==> config.mk <==
export PLATFORM = sky130hd
export DESIGN_NAME = mem_access_stage_flat
export DESIGN_NICKNAME = d
export VERILOG_FILES = /design/src/rtl/mem_access_stage_if.sv /design/src/rtl/mem_access_stage.sv /design/src/flat_wrapper.sv
export SDC_FILE = /design/constraint.sdc
export NUM_CORES = 1
export LEC_CHECK = 0
export CELL_PAD_IN_SITES_DETAIL_PLACEMENT = 1
export CELL_PAD_IN_SITES_GLOBAL_PLACEMENT = 2
export CORE_UTILIZATION = 28
export DETAILED_ROUTE_END_ITERATION = 8
export GPL_TIMING_DRIVEN = 0
export PLACE_DENSITY = 0.84
export SLEW_MARGIN = 20
export SYNTH_ARGS = -nofsm -noshare
export SYNTH_HDL_FRONTEND = slang
export SYNTH_SLANG_ARGS = --single-unit
==> constraint.sdc <==
create_clock -name clock -period 3 [get_ports clock]
set_input_delay 0.6 -clock clock [delete_from_list [all_inputs] [get_ports clock]]
set_output_delay 0.6 -clock clock [all_outputs]
set_load 0.05 [all_outputs]
==> src/rtl/mem_access_stage_if.sv <==
// Data-memory request/acknowledge port between the MEM stage (master) and memory (slave).
interface mem_access_stage_if;
  logic        mem_req;
  logic        mem_we;
  logic [15:0] mem_addr;
  logic [15:0] mem_wdata;
  logic [15:0] mem_rdata;
  logic        mem_ack;

  modport master (
    output mem_req, mem_we, mem_addr, mem_wdata,
    input  mem_rdata, mem_ack
  );

  modport slave (
    input  mem_req, mem_we, mem_addr, mem_wdata,
    output mem_rdata, mem_ack
  );
endinterface

==> src/rtl/mem_access_stage.sv <==
// MEM pipeline stage: req/ack load/store, LED registers, switch sampling, MEM/WB bundle.
// Optional build macro MEMSTAGE_SWSYNC_EN puts a two-flop synchronizer on the switch input.
module mem_access_stage #(
  parameter int TIMEOUT_CYCLES = 255
) (
  input  logic                clock,
  input  logic                reset,
  input  logic [4:0]          phasecounter,
  input  logic                in_MemtoReg,
  input  logic                in_RegWrite,
  input  logic                in_MemRead,
  input  logic                in_MemWrite,
  input  logic [1:0]          in_ledout,
  input  logic                in_switchin,
  input  logic [15:0]         in_address,
  input  logic [15:0]         in_data,
  input  logic [2:0]          in_des,
  input  logic [15:0]         switch,
  mem_access_stage_if.master  mem,
  output logic [15:0]         led0,
  output logic [15:0]         led1,
  output logic                stall,
  output logic                mem_err,
  output logic                out_RegWrite,
  output logic [2:0]          out_des,
  output logic [15:0]         out_wbdata
);

  localparam logic [15:0] TMO_LAST = 16'(TIMEOUT_CYCLES - 1);

  typedef enum logic {IDLE, ACCESS} state_t;

  state_t      state;
  logic [15:0] tmo_cnt;
  logic [15:0] switch_val;

  // Instruction fields captured at the latch edge
  logic        lat_memtoreg;
  logic        lat_regwrite;
  logic        lat_switchin;
  logic        lat_read;
  logic [2:0]  lat_des;
  logic [15:0] lat_address;
  logic [15:0] lat_switch;

  logic        latch_en;
  logic        unused_phase;

  assign latch_en     = (state == IDLE) && phasecounter[3];
  assign stall        = (state == ACCESS);
  assign unused_phase = ^{phasecounter[4], phasecounter[2:0]};

  function automatic logic [15:0] wb_select(
    input logic        use_switch,
    input logic        use_mem,
    input logic [15:0] sw_value,
    input logic [15:0] rdata,
    input logic [15:0] address
  );
    if (use_switch)   return sw_value;
    else if (use_mem) return rdata;
    else              return address;
  endfunction

`ifdef MEMSTAGE_SWSYNC_EN
  logic [15:0] sw_sync_p0;
  logic [15:0] sw_sync_p1;

  // Synchronizer stages p0 -> p1
  always_ff @(posedge clock) begin
    if (reset) begin
      sw_sync_p0 <= '0;
      sw_sync_p1 <= '0;
    end else begin
      sw_sync_p0 <= switch;
      sw_sync_p1 <= sw_sync_p0;
    end
  end

  assign switch_val = sw_sync_p1;
`else
  assign switch_val = switch;
`endif

  // Latch stage: data fields only, qualified by the control FSM
  always_ff @(posedge clock) begin
    if (latch_en) begin
      lat_memtoreg <= in_MemtoReg;
      lat_regwrite <= in_RegWrite;
      lat_switchin <= in_switchin;
      lat_read     <= in_MemRead & ~in_MemWrite;
      lat_des      <= in_des;
      lat_address  <= in_address;
      lat_switch   <= switch_val;
    end
  end

  always_ff @(posedge clock) begin
    if (reset) begin
      state        <= IDLE;
      tmo_cnt      <= '0;
      mem.mem_req  <= 1'b0;
      mem.mem_we   <= 1'b0;
      mem.mem_addr <= '0;
      mem.mem_wdata <= '0;
      led0         <= '0;
      led1         <= '0;
      mem_err      <= 1'b0;
      out_RegWrite <= 1'b0;
      out_des      <= '0;
      out_wbdata   <= '0;
    end else begin
      case (state)
        IDLE: begin
          if (phasecounter[3]) begin
            tmo_cnt <= '0;
            if (in_ledout[0]) led0 <= in_data;
            if (in_ledout[1]) led1 <= in_data;
            if (in_MemWrite || in_MemRead) begin
              state        <= ACCESS;
              mem.mem_req  <= 1'b1;
              mem.mem_we   <= in_MemWrite;
              mem.mem_addr <= in_address;
              if (in_MemWrite) mem.mem_wdata <= in_data;
            end else begin
              out_RegWrite <= in_RegWrite;
              out_des      <= in_des;
              out_wbdata   <= wb_select(in_switchin, 1'b0, switch_val,
                                        mem.mem_rdata, in_address);
            end
          end
        end
        ACCESS: begin
          // An ack on the final allowed cycle still completes the access
          if (mem.mem_ack) begin
            state        <= IDLE;
            mem.mem_req  <= 1'b0;
            mem.mem_we   <= 1'b0;
            out_RegWrite <= lat_regwrite;
            out_des      <= lat_des;
            out_wbdata   <= wb_select(lat_switchin, lat_memtoreg & lat_read,
                                      lat_switch, mem.mem_rdata, lat_address);
          end else if (tmo_cnt == TMO_LAST) begin
            state        <= IDLE;
            mem.mem_req  <= 1'b0;
            mem.mem_we   <= 1'b0;
            mem_err      <= 1'b1;
            out_RegWrite <= 1'b0;
            out_des      <= '0;
            out_wbdata   <= '0;
          end else begin
            tmo_cnt <= tmo_cnt + 16'd1;
          end
        end
        default: state <= IDLE;
      endcase
    end
  end

endmodule

==> src/flat_wrapper.sv <==
// flat-port wrapper written by rule: the top's interface ports become plain ports
module mem_access_stage_flat 
#(
  parameter int TIMEOUT_CYCLES = 255
)
  (clock, reset, phasecounter, in_MemtoReg, in_RegWrite, in_MemRead, in_MemWrite, in_ledout, in_switchin, in_address, in_data, in_des, switch, led0, led1, stall, mem_err, out_RegWrite, out_des, out_wbdata, mem_mem_req, mem_mem_we, mem_mem_addr, mem_mem_wdata, mem_mem_rdata, mem_mem_ack);
  mem_access_stage_if mem_i ();
  input  logic clock;
  input  logic reset;
  input  logic [4:0] phasecounter;
  input  logic in_MemtoReg;
  input  logic in_RegWrite;
  input  logic in_MemRead;
  input  logic in_MemWrite;
  input  logic [1:0] in_ledout;
  input  logic in_switchin;
  input  logic [15:0] in_address;
  input  logic [15:0] in_data;
  input  logic [2:0] in_des;
  input  logic [15:0] switch;
  output logic [15:0] led0;
  output logic [15:0] led1;
  output logic stall;
  output logic mem_err;
  output logic out_RegWrite;
  output logic [2:0] out_des;
  output logic [15:0] out_wbdata;
  output wire logic [$bits(mem_i.mem_req)-1:0] mem_mem_req;
  output wire logic [$bits(mem_i.mem_we)-1:0] mem_mem_we;
  output wire logic [$bits(mem_i.mem_addr)-1:0] mem_mem_addr;
  output wire logic [$bits(mem_i.mem_wdata)-1:0] mem_mem_wdata;
  input wire logic [$bits(mem_i.mem_rdata)-1:0] mem_mem_rdata;
  input wire logic [$bits(mem_i.mem_ack)-1:0] mem_mem_ack;
  assign mem_mem_req = mem_i.mem_req;
  assign mem_mem_we = mem_i.mem_we;
  assign mem_mem_addr = mem_i.mem_addr;
  assign mem_mem_wdata = mem_i.mem_wdata;
  assign mem_i.mem_rdata = mem_mem_rdata;
  assign mem_i.mem_ack = mem_mem_ack;
  mem_access_stage #(.TIMEOUT_CYCLES(TIMEOUT_CYCLES)) u_core (.clock(clock), .reset(reset), .phasecounter(phasecounter), .in_MemtoReg(in_MemtoReg), .in_RegWrite(in_RegWrite), .in_MemRead(in_MemRead), .in_MemWrite(in_MemWrite), .in_ledout(in_ledout), .in_switchin(in_switchin), .in_address(in_address), .in_data(in_data), .in_des(in_des), .switch(switch), .mem(mem_i), .led0(led0), .led1(led1), .stall(stall), .mem_err(mem_err), .out_RegWrite(out_RegWrite), .out_des(out_des), .out_wbdata(out_wbdata));
endmodule
# --- Word-level counts from Yosys, hierarchy flattened ---
# Cells that the tools add are included.
word_totals:
  reg_bits: 143
  input_bits: 82
  output_inout_bits: 88
op_classes:
  mux: 34
  n_addsub: 1
  n_bitwise: 5
  reduce_logical: 10
  n_eq_ne: 7
ops:
  columns: ["operator", "n"]
  rows:
  - ["$mux W16", 10]
  - ["$pmux W16 S2", 2]
  - ["$reduce_and A3 Y1", 7]
  - ["$add A16 B1 Y16 const B", 1]
  - ["$eq A16 B8 Y1 const B", 1]
  - ["$mux W1", 13]
  - ["$mux W3", 4]
  - ["$ne A2 B2 Y1 const B", 5]
  - ["$pmux W1 S2", 4]
  - ["$pmux W3 S2", 1]
  - ["$reduce_and A4 Y1", 1]
  - ["$ne A3 B3 Y1 const B", 1]
  - ["$not A1 Y1", 3]
  - ["$and A1 B1 Y1", 2]
  - ["$logic_and A1 B1 Y1", 1]
  - ["$logic_or A1 B1 Y1", 1]

# --- Depth between registers and ports, before layout ---
# Gate-level depths: netlist of the first run.
depth:
  depth_word: 5
  depth_mapped: 9

# --- Worst setup path before layout of the first run ---
# No wires, ideal clock.
synth_path:
  path_kind: "flip-flop to flip-flop"
  start: "register u_core.state (netlist: u_core.stall)"
  end: "register u_core.mem.mem_wdata[10]"
  setup_slack_ps: 484
  n_path_buf: 4
  arrival_time_ps: 2445
  setup_time_ps: 70
  path_stages_with_launch: 10
  period_less_slack_ps: 2516
  path_cell_list: "dfxtp_1 > nand2b_1 > clkbuf_1 > inv_1 > buf_2 > and2_1 > clkbuf_1 > clkbuf_1 > nand2_1 > a21oi_1"
synth_via:
  elab_chain_cells: 2
synth_lines:
  columns: ["element", "line_no", "rtl"]
  rows:
  - ["start: declaration", "mem_access_stage.sv:33", "state_t state;"]
  - ["start signal: assignment", "mem_access_stage.sv:100", "state <= IDLE;"]
  - ["start signal: assignment", "mem_access_stage.sv:120", "state <= ACCESS;"]
  - ["start signal: assignment", "mem_access_stage.sv:136", "state <= IDLE;"]
  - ["$not A1 Y1", null, null]
  - ["$reduce_and A4 Y1 (no source line)", null, null]
  - ["end signal: assignment", "mem_access_stage.sv:124", "if (in_MemWrite) mem.mem_wdata <= in_data;"]
  - ["end: declaration", "mem_access_stage_if.sv:11", "output mem_req, mem_we, mem_addr, mem_wdata,"]
# No other way between the ends.
# A chain may end at the register's enable or synchronous reset.

# --- Worst setup path after layout of the first run ---
layout_path:
  start: "input phasecounter[3]"
  end: "register u_core.mem.mem_wdata[6]"
layout_via:
  elab_chain_cells: 1
layout_lines:
  columns: ["element", "line_no", "rtl"]
  rows:
  - ["start: declaration", "flat_wrapper.sv:10", "input logic [4:0] phasecounter;"]
  - ["$reduce_and A4 Y1 (no source line)", null, null]
# No other way between the ends.

==> metrics.log, run 1 <==
[metrics] Max Clock Freq: 373 MHz
[metrics] internal power contribution: about 0.0035 W
[metrics] overall die height: between 100 and 150 um
[metrics] final weighted congestion in routability-driven placement: around 0.84
[metrics] ports placed on the boundary: between 150 and 200
[metrics] total setup buffers inserted after CTS: 0
[metrics] unrepaired setup endpoints after global routing: no
[metrics] drt drc: 0
[metrics] Clock transition at path regs: 0.06 ns
[metrics] net switching power: approximately 0.0015 W
[metrics] power density over the cells: 578 nW/um^2
[metrics] clock sink total: 143
[metrics] Synth async-reset ratio: 0
[metrics] CTS Root Cell: sky130_fd_sc_hd__clkbuf_16
[metrics] diodes inserted: 0
[metrics] initial antenna violation count: 0
[metrics] wire length of the first global-routing pass: roughly 33000 um
[metrics] via/cell ratio: around 5.0
[metrics] number of buffer cells added on primary ports: between 150 and 200
[metrics] cts-stage hold buffer count: 0
[metrics] row count: 53
[metrics] vias after detailed routing: 5640
[metrics] area added between synthesis and finish: 41.6%
[metrics] final non-filler cell total: 1139
[metrics] leakage dissipation: 3.07 nW
[metrics] run status: finished, final reports clean
[metrics] post_cts resized: 2
[metrics] buffers plus inverters on the worst setup path: 6
[metrics] overall fraction of global-route tracks in use: 0.196
[metrics] average size of a mapped cell: about 9.1 sq um
[metrics] slowest cell delay on critical path: 0.57 ns
[metrics] Hold Fails Final Rpt: 0
[metrics] met2 Resource Use GR: 0.315
[metrics] fin nets: slightly above 900
[metrics] most instantiated flip-flop cell in the synthesis netlist: sky130_fd_sc_hd__dfxtp_1
[metrics] data arrival time of the worst path: a little over 3 ns
[metrics] share of power burned in combinational logic: 0.174
[metrics] number of buffers added by the clock tree synthesis step: 17
[metrics] Post-Place Cell Area: 8090 sq um
[metrics] type of the tightest min-delay check: reg -> reg
[metrics] Antenna Nets Post-Route: 0
[metrics] type of element launching the critical path: primary input
[metrics] clock tree from TritonCTS: done
[metrics] max-slew violation count: 0
[metrics] transition at the pin with the smallest max-transition slack: roughly 0.65 ns
[metrics] category of the most critical setup path: in -> reg
[metrics] register area share after synthesis: 0.533
[metrics] DRT Wirelength: ~21000 um
[metrics] relative contribution of the clock network to total power: 0.397
[metrics] required arrival time at the worst endpoint: 3.35 ns
[metrics] Net Sw Frac: 0.291
[metrics] die boundary width: 150 um
[metrics] source-to-sink clock delay at the later pin of the worst-skew pair: ~0.43 ns
[metrics] final period demand of the worst path: roughly 2.7 ns
[metrics] most used cells in the layout excluding fill and tap cells: sky130_fd_sc_hd__nand2_1 (173), sky130_fd_sc_hd__clkdlybuf4s50_1 (164), sky130_fd_sc_hd__dfxtp_1 (104), sky130_fd_sc_hd__a21oi_1 (93), sky130_fd_sc_hd__clkbuf_1 (42)
[metrics] maximum count of clock buffers along a single path: 2
[metrics] met3 demand-to-capacity share in global routing: 0.0713
[metrics] final cycle utilization of the critical path: 0.893
[metrics] number of instances in the synthesized netlist: 668
[metrics] maximum fanout along the worst path: between 40 and 50
[metrics] most common cell after layout, fill and taps aside: sky130_fd_sc_hd__nand2_1
[metrics] Syn Nets: approximately 750
[metrics] crit-path leading delay family: buffers and inverters
[metrics] initial detailed-routing violation count: 245
[metrics] HPWL Detailed: ~16000 um
[metrics] post-route cell area: 8640 sq um
[metrics] Post-synth EDFFs: 39
[metrics] tightest slew margin relative to the limit: 0.564
[metrics] most frequent cell on the critical path: sky130_fd_sc_hd__clkbuf_1
[metrics] H-tree depth reported by CTS: 4
[metrics] Setup violations, final: 0
[metrics] worst hold start: u_core.led1[15]
[metrics] aggregate global routing overflow: 0
[metrics] sequential group share of total power: 0.429
[metrics] flop and latch count out of synthesis: between 100 and 150
[metrics] final setup TNS: 0 ns
[metrics] placed cells: roughly 1.1k
[metrics] Mapped Area: around 6000 sq um
[metrics] distinct cell type count after synthesis: 49
[metrics] VDD IR-drop max: 0.000398 V
[metrics] Starting Density: 0.288
[metrics] reg-to-reg critical path startpoint: u_core.stall
[metrics] area inside the core boundary: between 20000 and 25000 sq um
[metrics] vias in the first global route: around 5.9k
[metrics] worst-path cell chain: clkdlybuf4s50_1 -> nand2b_1 -> clkbuf_1 -> inv_1 -> buf_6 -> and2_1 -> clkbuf_1 -> clkbuf_2 -> nand2_1 -> a21oi_1
[metrics] Worst Setup End Kind: register
[metrics] worst-path cell with the longest stage delay: sky130_fd_sc_hd__clkdlybuf4s50_1
[metrics] number of iterations in the first detailed-routing pass: 4
[metrics] Worst Setup SP: phasecounter[3]
[metrics] Die Footprint: roughly 22000 sq um
[metrics] share of post-route cells with drive strength above 1: 0.0544
[metrics] worst clock skew: around 0.0087 ns
[metrics] final routed wire length divided by cell count: 18.7 um
[metrics] total of warnings raised by yosys: 0
[metrics] met1 capacity usage during global routing: 0.237
[metrics] global routing's busiest layer: met2
[metrics] number of maximum-capacitance constraint violations: 0
[metrics] pin count of the biggest net entering global routing: 49
-- cell families (layout without fill, tap and decap cells) --
kind of cell             after synthesis  in the layout  share of synthesized area
flip-flops                           143            143                      0.533
AND/OR/NAND/NOR                      266            266                      0.212
adder cells (fa/ha/maj)                2              2                    0.00410
AO/OA/AOI/OAI                        164            164                      0.156
multiplexers                          33             33                     0.0541
XOR/XNOR                               1              1                    0.00144
buffers and inverters                 59            255                     0.0394
-- synth_stat cells (2+ instances only) --
cell	n	area share
sky130_fd_sc_hd__o211ai_1	11	0.014
sky130_fd_sc_hd__mux2i_1	33	0.054
sky130_fd_sc_hd__clkbuf_1	42	0.026
sky130_fd_sc_hd__nand3_1	8	0.0066
sky130_fd_sc_hd__edfxtp_1	39	0.19
sky130_fd_sc_hd__o21ai_1	2	0.0016
sky130_fd_sc_hd__o31ai_1	3	0.0037
sky130_fd_sc_hd__o311ai_0	2	0.0029
sky130_fd_sc_hd__buf_4	2	0.0025
sky130_fd_sc_hd__o211a_1	4	0.0066
sky130_fd_sc_hd__or4_4	2	0.0037
sky130_fd_sc_hd__o22ai_1	16	0.016
sky130_fd_sc_hd__or3_1	4	0.0041
sky130_fd_sc_hd__nand2_1	173	0.11
sky130_fd_sc_hd__a31oi_1	4	0.0041
sky130_fd_sc_hd__or2_2	2	0.0020
sky130_fd_sc_hd__buf_2	3	0.0025
sky130_fd_sc_hd__nor2_1	5	0.0031
sky130_fd_sc_hd__nand2b_1	4	0.0041
sky130_fd_sc_hd__nor4_1	23	0.024
sky130_fd_sc_hd__nor2b_1	8	0.0082
sky130_fd_sc_hd__and2_1	4	0.0041
sky130_fd_sc_hd__a211oi_1	2	0.0025
sky130_fd_sc_hd__a21oi_1	93	0.076
sky130_fd_sc_hd__inv_1	10	0.0062
sky130_fd_sc_hd__and3b_1	16	0.023
sky130_fd_sc_hd__or4_1	5	0.0062
sky130_fd_sc_hd__ha_1	2	0.0041
sky130_fd_sc_hd__nor3_1	3	0.0025
sky130_fd_sc_hd__o21ai_0	19	0.016
sky130_fd_sc_hd__nand4_1	3	0.0031
sky130_fd_sc_hd__dfxtp_1	104	0.34
-- cell type report --
cell class | count | area [sq um]
inverter | 10 | 37.5
fill | 2460 | 12600
clock buffer | 18 | 429
sequential | 143 | 3250
clock inverter | 14 | 119
multi-input combinational | 466 | 2610
buffer | 49 | 210
tap | 275 | 344
timing repair buffer | 164 | 1640
-- registers in the layout (all words and copies together), names as in the netlist, 3 cells and up --
name                  flops
u_core.lat_address       16
u_core.lat_des            3
u_core.lat_switch        16
u_core.led0              16
u_core.led1              16
u_core.mem.mem_addr      16
u_core.mem.mem_wdata     16
u_core.out_des            3
u_core.out_wbdata        16
u_core.tmo_cnt           16
-- metal layers --
layer  wire length (um)  up-vias
met5                  0        -
met4                434        0
met3               1710       23
li1                   -     2754
met2               9840      169
met1               9270     2694
-- worst reg2reg max path, stage by stage, from the launching register on --
cell	delay, ns
sky130_fd_sc_hd__dfxtp_1	0.57
sky130_fd_sc_hd__nand2b_1	0.17
sky130_fd_sc_hd__clkbuf_1	0.29
sky130_fd_sc_hd__inv_1	0.13
sky130_fd_sc_hd__buf_6	0.26
sky130_fd_sc_hd__o21ai_1	0.40
sky130_fd_sc_hd__clkbuf_1	0.44
sky130_fd_sc_hd__nand2_1	0.12
sky130_fd_sc_hd__a21oi_1	0.15
-- power by group through the flow --
stage	clock [W]	sequential [W]	combinational, W
after floorplan	0	0.00241	0.000264
after global placement	0	0.00218	0.000862
after detailed placement	0	0.00219	0.000868
after CTS	0.00203	0.00214	0.000874
after global routing	0.00212	0.00215	0.000926
final	0.00198	0.00214	0.000867
-- worst paths after layout --
| kind | endpoint | slack (ns) | cells past startpoint |
|---|---|---|---|
| worst max-delay path | u_core.mem.mem_wdata[6] | 0.32 | 10 |
| worst max register to register | u_core.mem.mem_addr[7] | 0.42 | 8 |
| worst min-delay path | u_core.led1[15] | 0.45 | 2 |
| worst min register to register | u_core.led1[15] | 0.45 | 2 |
-- through the flow --
step                hold WS (ns)   util  worst slack [ns]  total power (W)
detailed placement         0.448  0.381            -0.847          0.00305
CTS                        0.456  0.407            0.0995          0.00505
global placement           0.441  0.381            -0.823          0.00305
finish                     0.453  0.407             0.321          0.00500
floorplan                  0.457      -             0.484          0.00267
global route               0.472  0.407            0.0536          0.00520
Power figures use the tool's default switching activity.
==> run 2: changes to the inputs <==
- SETUP_SLACK_MARGIN: unset -> 0.5
- SLEW_MARGIN: 20 -> unset
==> run 2 against run 1 <==
Register-to-register slack gained 0.33 ns. Sequential cell count is the same. Non-clock buffer count grew 1. Wire length shrank 0.62%. Worst setup slack gained 0.25 ns. Core utilization grew 0.54 points. Cell area grew 1.3%. Maximum frequency grew 10%. Global-route usage shrank 0.54 points. Combinational power grew 1%. Power grew 4.5%. Clock skew grew 0.0024 ns.
==> metrics.log, run 2 (same netlist as run 1, synthesis figures left out) <==
[metrics] Worst Setup SP: mem_mem_ack
[metrics] category of the most critical setup path: in -> reg
[metrics] Clock transition at path regs: 0.06 ns (about the same)
[metrics] cts-stage hold buffer count: 0 (unchanged)
[metrics] Filler Cell Count: 2492 (+1.3%)
[metrics] Setup violations, final: 0 (unchanged)
[metrics] internal reg-to-reg setup slack: 0.75 ns (+0.33 ns)
[metrics] type of the tightest min-delay check: reg -> reg
[metrics] leakage dissipation: 3.16 nW (+3.1%)
[metrics] aggregate global routing overflow: 0 (unchanged)
[metrics] drt drc: 0 (unchanged)
[metrics] overall die height: 150 um (unchanged)
[metrics] PnR worst setup slack: 0.569 ns (+0.248 ns)
[metrics] worst hold margin: 0.454 ns (+0.00128 ns)
[metrics] Post-Place Cell Area: 8090 sq um (about the same)
[metrics] Antenna Nets Post-Route: 0 (unchanged)
[metrics] die boundary width: 150 um (unchanged)
[metrics] required arrival time at the worst endpoint: 3.34 ns (about the same)
[metrics] VDD IR-drop max: 0.000380 V (-4.5%)
[metrics] total setup buffers inserted after CTS: 0 (unchanged)
[metrics] fin nets: 936 (+0.11%)
[metrics] initial detailed-routing violation count: 230 (-6.1%)
[metrics] Starting Density: 0.288 (unchanged)
[metrics] minimum setup slack after placement: -0.504 ns (+0.344 ns)
[metrics] unrepaired setup endpoints after global routing: yes
[metrics] ports placed on the boundary: 170 (unchanged)
[metrics] WHS Path Cells: 2 (unchanged)
[metrics] clock sink total: 143 (unchanged)
[metrics] Hold Fails Final Rpt: 0 (unchanged)
[metrics] final routed wire length divided by cell count: 18.5 um (-0.70%)
[metrics] source-to-sink clock delay at the later pin of the worst-skew pair: 0.42 ns (about the same)
[metrics] vias after detailed routing: 5631 (-0.16%)
[metrics] share of post-route cells with drive strength above 1: 0.0717 (+0.0173)
[metrics] number of buffer cells added on primary ports: 164 (unchanged)
[metrics] number of buffers added by the clock tree synthesis step: 17 (unchanged)
[metrics] worst clock skew: 0.0111 ns (+0.00239 ns)
[metrics] reg-to-reg critical path startpoint: u_core.tmo_cnt[2]
[metrics] number of maximum-capacitance constraint violations: 0 (unchanged)
[metrics] final weighted congestion in routability-driven placement: 0.837 (about the same)
[metrics] CTS Root Cell: sky130_fd_sc_hd__clkbuf_16
[metrics] Max Clock Freq: 411 MHz (+10%)
[metrics] run status: finished, final reports clean
[metrics] HPWL Detailed: 15800 um (-0.85%)
[metrics] area inside the core boundary: 21200 sq um (unchanged)
[metrics] overall fraction of global-route tracks in use: 0.191 (-0.00541)
[metrics] diodes inserted: 0 (unchanged)
[metrics] final period demand of the worst path: 2.43 ns (-0.248 ns)
[metrics] transition at the pin with the smallest max-transition slack: 0.617 ns (-0.0372 ns)
[metrics] via/cell ratio: 4.94 (-0.25%)
[metrics] most common cell after layout, fill and taps aside: sky130_fd_sc_hd__nand2_1
[metrics] data arrival time of the worst path: 2.78 ns (-0.25 ns)
[metrics] most used cells in the layout excluding fill and tap cells: sky130_fd_sc_hd__nand2_1 (173), sky130_fd_sc_hd__clkdlybuf4s50_1 (163), sky130_fd_sc_hd__dfxtp_1 (104), sky130_fd_sc_hd__a21oi_1 (93), sky130_fd_sc_hd__edfxtp_1 (39)
[metrics] final cycle utilization of the critical path: 0.810 (-0.0828)
[metrics] number of cells traversed by the worst register-to-register path: 6 (-2)
[metrics] wire length of the first global-routing pass: 32400 um (-1.7%)
[metrics] worst hold start: u_core.mem.mem_addr[3]
[metrics] area added between synthesis and finish: 43.5%
[metrics] pin count of the biggest net entering global routing: 49 (unchanged)
[metrics] maximum fanout along the worst path: 6 (-88%)
[metrics] maximum count of clock buffers along a single path: 2 (unchanged)
[metrics] vias in the first global route: 5875 (+0.29%)
[metrics] H-tree depth reported by CTS: 4 (unchanged)
[metrics] type of element launching the critical path: primary input
[metrics] post-route cell area: 8760 sq um (+1.3%)
[metrics] clock tree from TritonCTS: done
[metrics] final setup TNS: 0 ns (unchanged)
[metrics] number of iterations in the first detailed-routing pass: 5 (+1)
[metrics] max-slew violation count: 0 (unchanged)
[metrics] power density over the cells: 596 nW/um^2 (+3.2%)
[metrics] DRT Wirelength: 21100 um (-0.62%)
[metrics] row count: 53 (unchanged)
[metrics] Die Footprint: 22400 sq um (unchanged)
[metrics] tightest slew margin relative to the limit: 0.588 (+0.0240)
[metrics] initial antenna violation count: 0 (unchanged)
[metrics] total power: 0.00522 W (+4.5%)
[metrics] Worst Setup End Kind: register
[run 2: cell count changes in the layout (fill, tap and decap cells not counted), moves of 2 or more]
cell,before,now
sky130_fd_sc_hd__clkbuf_16,17,19
sky130_fd_sc_hd__clkinvlp_4,4,0
sky130_fd_sc_hd__inv_6,1,5
sky130_fd_sc_hd__clkbuf_1,42,31
sky130_fd_sc_hd__clkinv_2,3,1
sky130_fd_sc_hd__inv_4,0,2
sky130_fd_sc_hd__clkbuf_2,1,9
[run 2: worst max-delay path, stage by stage]
cell and delay (ns):
sky130_fd_sc_hd__clkdlybuf4s50_1 0.56, sky130_fd_sc_hd__nand2b_1 0.26, sky130_fd_sc_hd__or4_1 0.69, sky130_fd_sc_hd__or4_1 0.51, sky130_fd_sc_hd__a21oi_1 0.15
[run 2: final timing paths]
check | endpoint
worst max-delay path | u_core.tmo_cnt[15]
worst min-delay path | u_core.mem.mem_addr[3]
worst max register to register | u_core.tmo_cnt[5]
worst min register to register | u_core.mem.mem_addr[3]
[run 2: power breakdown]
part | internal (W) | leakage [nW] | total, W | switching [W]
sequential | 0.00209 | 1.22 | 0.00214 | 0.0000520
combinational | 0.000322 | 1.63 | 0.000877 | 0.000555
clock | 0.00131 | 0.305 | 0.00220 | 0.000886
total | 0.00373 | 3.16 | 0.00522 | 0.00149
[run 2: layout make-up]
type                            count  area [sq um]  share of cell area
Buffer                             49           230              0.0263
Clock inverter                     13           148              0.0169
Timing Repair Buffer              165          1670               0.190
Clock buffer                       19           464              0.0530
Inverter                           10          37.5             0.00429
Sequential cell                   143          3250               0.371
Multi-Input combinational cell    466          2620               0.299
Tap cell                          275           344              0.0393
[run 2: repair_timing]
item	CTS	global route
gates resized for setup	10	13
gates cloned	0	1
setup endpoints to repair	57	46
[run 2: metal layers]
| layer | up-vias | GRT usage | wire, um |
|---|---|---|---|
| met3 | 19 | 0.0652 | 1580 |
| li1 | 2745 | - | - |
| met1 | 2696 | 0.240 | 9440 |
| met2 | 171 | 0.304 | 9730 |
| met4 | 0 | 0.0597 | 375 |
| met5 | - | 0 | 0 |
[run 2: per-stage QoR]
| stage | utilization | std cells |
|---|---|---|
| 4_1_cts | 0.411 | 1139 |
| 3_3_place_gp | 0.381 | 1107 |
| 3_5_place_dp | 0.381 | 1107 |
| 5_1_grt | 0.413 | 1140 |
| 2_1_floorplan | - | 668 |
| 6_report | 0.413 | 1140 |
==> run 3: changes to the inputs <==
- clock period: 3 -> 2.5 ns (I/O delays scaled with it)
==> run 3 against run 2 <==
Wire length is 5.8% higher. Via count up 2.5%. Sequential power rose by 20%. Cell area is 1.6% higher. Worst hold slack got worse by 0.0014 ns. Clock power increased by 10%. Sequential share of layout area down 0.37 points. Die area stayed put. Critical path type is now reg -> reg. Critical endpoint is now u_core.out_wbdata[14]. Largest cell class unchanged. Highest routed layer unchanged.
==> metrics.log, run 3 (same netlist as run 1, synthesis figures left out) <==
[metrics] run status: finished, final reports clean
[metrics] overall die height: 150 um (unchanged)
[metrics] max-slew violation count: 0 (unchanged)
[metrics] data arrival time of the worst path: 2.36 ns (-0.42 ns)
[metrics] die boundary width: 150 um (unchanged)
[metrics] number of buffers added by the clock tree synthesis step: 17 (unchanged)
[metrics] HPWL Detailed: 15900 um (+1.1%)
[metrics] WHS Path Cells: 2 (unchanged)
[metrics] net switching power: 0.00178 W (+19%)
[metrics] number of buffer cells added on primary ports: 164 (unchanged)
[metrics] initial detailed-routing violation count: 206 (-10%)
[metrics] most common cell after layout, fill and taps aside: sky130_fd_sc_hd__nand2_1
[metrics] reg-to-reg critical path startpoint: u_core.tmo_cnt[10]
[metrics] type of the tightest min-delay check: reg -> reg
[metrics] Clock transition at path regs: 0.06 ns (about the same)
[metrics] final weighted congestion in routability-driven placement: 0.858 (+2.5%)
[metrics] clock tree from TritonCTS: done
[metrics] buffers plus inverters on the worst setup path: 0 (-1)
[metrics] tightest slew margin relative to the limit: 0.534 (-0.0539)
[metrics] Hold Fails Final Rpt: 0 (unchanged)
[metrics] wire length of the first global-routing pass: 33600 um (+3.8%)
[metrics] vias in the first global route: 5849 (-0.44%)
[metrics] final setup TNS: 0 ns (unchanged)
[metrics] VDD IR-drop max: 0.000460 V (+21%)
[metrics] final period demand of the worst path: roughly 2.0 ns
[metrics] relative contribution of the clock network to total power: 0.401 (-0.021)
[metrics] number of iterations in the first detailed-routing pass: 4 (-1)
[metrics] drt drc: 0 (unchanged)
[metrics] vias after detailed routing: 5772 (+2.5%)
[metrics] Antenna Nets Post-Route: 0 (unchanged)
[metrics] number of maximum-capacitance constraint violations: 0 (unchanged)
[metrics] clock sink total: 143 (unchanged)
[metrics] DRT Wirelength: 22400 um (+5.8%)
[metrics] end of the critical path: u_core.out_wbdata[14]
[metrics] Worst Setup End Kind: register
[metrics] source-to-sink clock delay at the later pin of the worst-skew pair: 0.43 ns (about the same)
[metrics] category of the most critical setup path: reg -> reg
[metrics] worst-path cell chain: or4_4 -> or4_4 -> a21boi_4 -> mux2i_1
[metrics] most used cells in the layout excluding fill and tap cells: sky130_fd_sc_hd__nand2_1 (169), sky130_fd_sc_hd__a21oi_1 (93), sky130_fd_sc_hd__dfxtp_1 (93), sky130_fd_sc_hd__dlygate4sd2_1 (90), sky130_fd_sc_hd__clkdlybuf4s50_1 (74)
[metrics] initial antenna violation count: 1 (+1)
[metrics] required arrival time at the worst endpoint: 2.85 ns (-0.49 ns)
[metrics] via/cell ratio: 5.00 (+1.3%)
[metrics] CTS Root Cell: sky130_fd_sc_hd__clkbuf_16
[metrics] final non-filler cell total: 1154 (+1.2%)
[metrics] worst clock skew: 0.00838 ns (-0.00269 ns)
[metrics] final cycle utilization of the critical path: 0.804
[metrics] pin count of the biggest net entering global routing: 25 (-49%)
[metrics] Setup violations, final: 0 (unchanged)
[metrics] total power: 0.00604 W (+16%)
[metrics] maximum count of clock buffers along a single path: 2 (unchanged)
[metrics] Max Clock Freq: between 400 and 500 MHz
[metrics] type of element launching the critical path: register
[metrics] most frequent cell on the critical path: sky130_fd_sc_hd__or4_4
[metrics] transition at the pin with the smallest max-transition slack: 0.698 ns (+0.0806 ns)
[metrics] slowest cell delay on critical path: 0.62 ns (-0.07 ns)
[metrics] number of cells traversed by the worst register-to-register path: 4 (-2)
[metrics] crit-path leading delay family: simple AND/OR/NAND/NOR gates
[metrics] leakage dissipation: 3.65 nW (+16%)
[metrics] power density over the cells: 678 nW/um^2 (+14%)
[metrics] aggregate global routing overflow: 0 (unchanged)
[metrics] Filler Cell Count: 2515 (+0.92%)
[metrics] share of power burned in combinational logic: 0.173 (+0.005)
[metrics] maximum fanout along the worst path: 5 (-1)
[metrics] end of the worst register-to-register path: u_core.out_wbdata[14]
[metrics] Net Sw Frac: 0.294 (+0.00832)
[metrics] Starting Density: 0.288 (unchanged)
[metrics] placed cells: 1107 (unchanged)
[metrics] fin nets: 949 (+1.4%)
[metrics] overall fraction of global-route tracks in use: 0.200 (+0.00920)
[metrics] instance count on the critical path: 4 (-1)
[metrics] final routed wire length divided by cell count: 19.4 um (+4.5%)
[metrics] row count: 53 (unchanged)
[metrics] share of post-route cells with drive strength above 1: 0.121 (+0.0491)
[metrics] unrepaired setup endpoints after global routing: yes
[metrics] internal reg-to-reg setup slack: 0.49 ns (-0.26 ns)
[metrics] H-tree depth reported by CTS: 4 (unchanged)
[metrics] internal power contribution: 0.00426 W (+14%)
[metrics] area added between synthesis and finish: 45.8%
[metrics] area inside the core boundary: 21200 sq um (unchanged)
[metrics] Worst Setup SP: u_core.tmo_cnt[10]
[metrics] worst hold margin: 0.453 ns (-0.00137 ns)
[metrics] ports placed on the boundary: 170 (unchanged)
[metrics] worst-path cell with the longest stage delay: sky130_fd_sc_hd__or4_4
[metrics] Die Footprint: 22400 sq um (unchanged)
[metrics] sequential group share of total power: 0.426 (+0.016)
==> run 3: cell count changes in the layout (fill, tap and decap cells not counted), moves of 5 or more <==
cell | previous run | this run
sky130_fd_sc_hd__dfxtp_1 | 104 | 93
sky130_fd_sc_hd__buf_4 | 2 | 9
sky130_fd_sc_hd__o21ai_0 | 19 | 14
sky130_fd_sc_hd__dlygate4sd2_1 | 1 | 90
sky130_fd_sc_hd__clkbuf_1 | 31 | 25
sky130_fd_sc_hd__dfxtp_2 | 0 | 9
sky130_fd_sc_hd__clkbuf_4 | 0 | 6
sky130_fd_sc_hd__clkdlybuf4s50_1 | 163 | 74
==> run 3: worst min-delay path by stage <==
| stage | to | slack, ns | startpoint |
|---|---|---|---|
| floorplan | u_core.tmo_cnt[8] | 0.46 | u_core.tmo_cnt[8] |
| global placement | u_core.led1[5] | 0.44 | u_core.led1[5] |
| detailed placement | u_core.mem.mem_addr[8] | 0.45 | u_core.mem.mem_addr[8] |
| CTS | u_core.led1[8] | 0.45 | u_core.led1[8] |
| global route | u_core.mem.mem_addr[8] | 0.47 | u_core.mem.mem_addr[8] |
| finish | u_core.led1[8] | 0.45 | u_core.led1[8] |
==> run 3: layout make-up <==
| type | instances | area (sq um) | area share |
|---|---|---|---|
| Antenna cell | 1 | 2.50 | 0.000281 |
| Timing Repair Buffer | 178 | 1720 | 0.193 |
| Buffer | 49 | 287 | 0.0322 |
| Multi-Input combinational cell | 466 | 2670 | 0.300 |
| Tap cell | 275 | 344 | 0.0387 |
| Inverter | 10 | 40.0 | 0.00450 |
| Clock inverter | 11 | 78.8 | 0.00886 |
| Clock buffer | 21 | 483 | 0.0543 |
| Sequential cell | 143 | 3270 | 0.368 |
==> run 3: worst min-delay path, cell delays in order, from the launching register on <==
cell and delay (ns):
sky130_fd_sc_hd__dfxtp_1 0.30, sky130_fd_sc_hd__nand2_1 0.05, sky130_fd_sc_hd__a21oi_1 0.05
==> run 3: routing by layer <==
layer	vias to the layer above	wire (um)	track usage
li1	2779	-	-
met1	2782	9650	0.245
met2	180	10400	0.321
met3	31	1770	0.0710
met4	0	515	0.0709
met5	-	0	0
==> run 3: power groups by stage <==
stage	Sequential [W]	Combinational (W)	Clock, W
2_1_floorplan	0.00289	0.000319	0
3_3_place_gp	0.00262	0.00104	0
3_5_place_dp	0.00262	0.00104	0
4_1_cts	0.00257	0.00102	0.00247
5_1_grt	0.00258	0.00112	0.00258
6_report	0.00257	0.00105	0.00242
==> run 3: metrics by stage <==
step / area [sq um] / utilization / worst slack [ns]
after floorplan: 6110 / - / 0.545
after global placement: 8100 / 0.382 / -0.575
after detailed placement: 8100 / 0.382 / -0.639
after CTS: 8720 / 0.411 / 0.495
after global routing: 8900 / 0.419 / 0.419
final: 8900 / 0.419 / 0.490
==> run 3: repair_timing <==
action,CTS,global route
buffers inserted,8,2
endpoints found under the setup margin,185,64
hold buffers,0,0
gates cloned,1,3
pin swaps,5,10
gates resized for setup,123,46
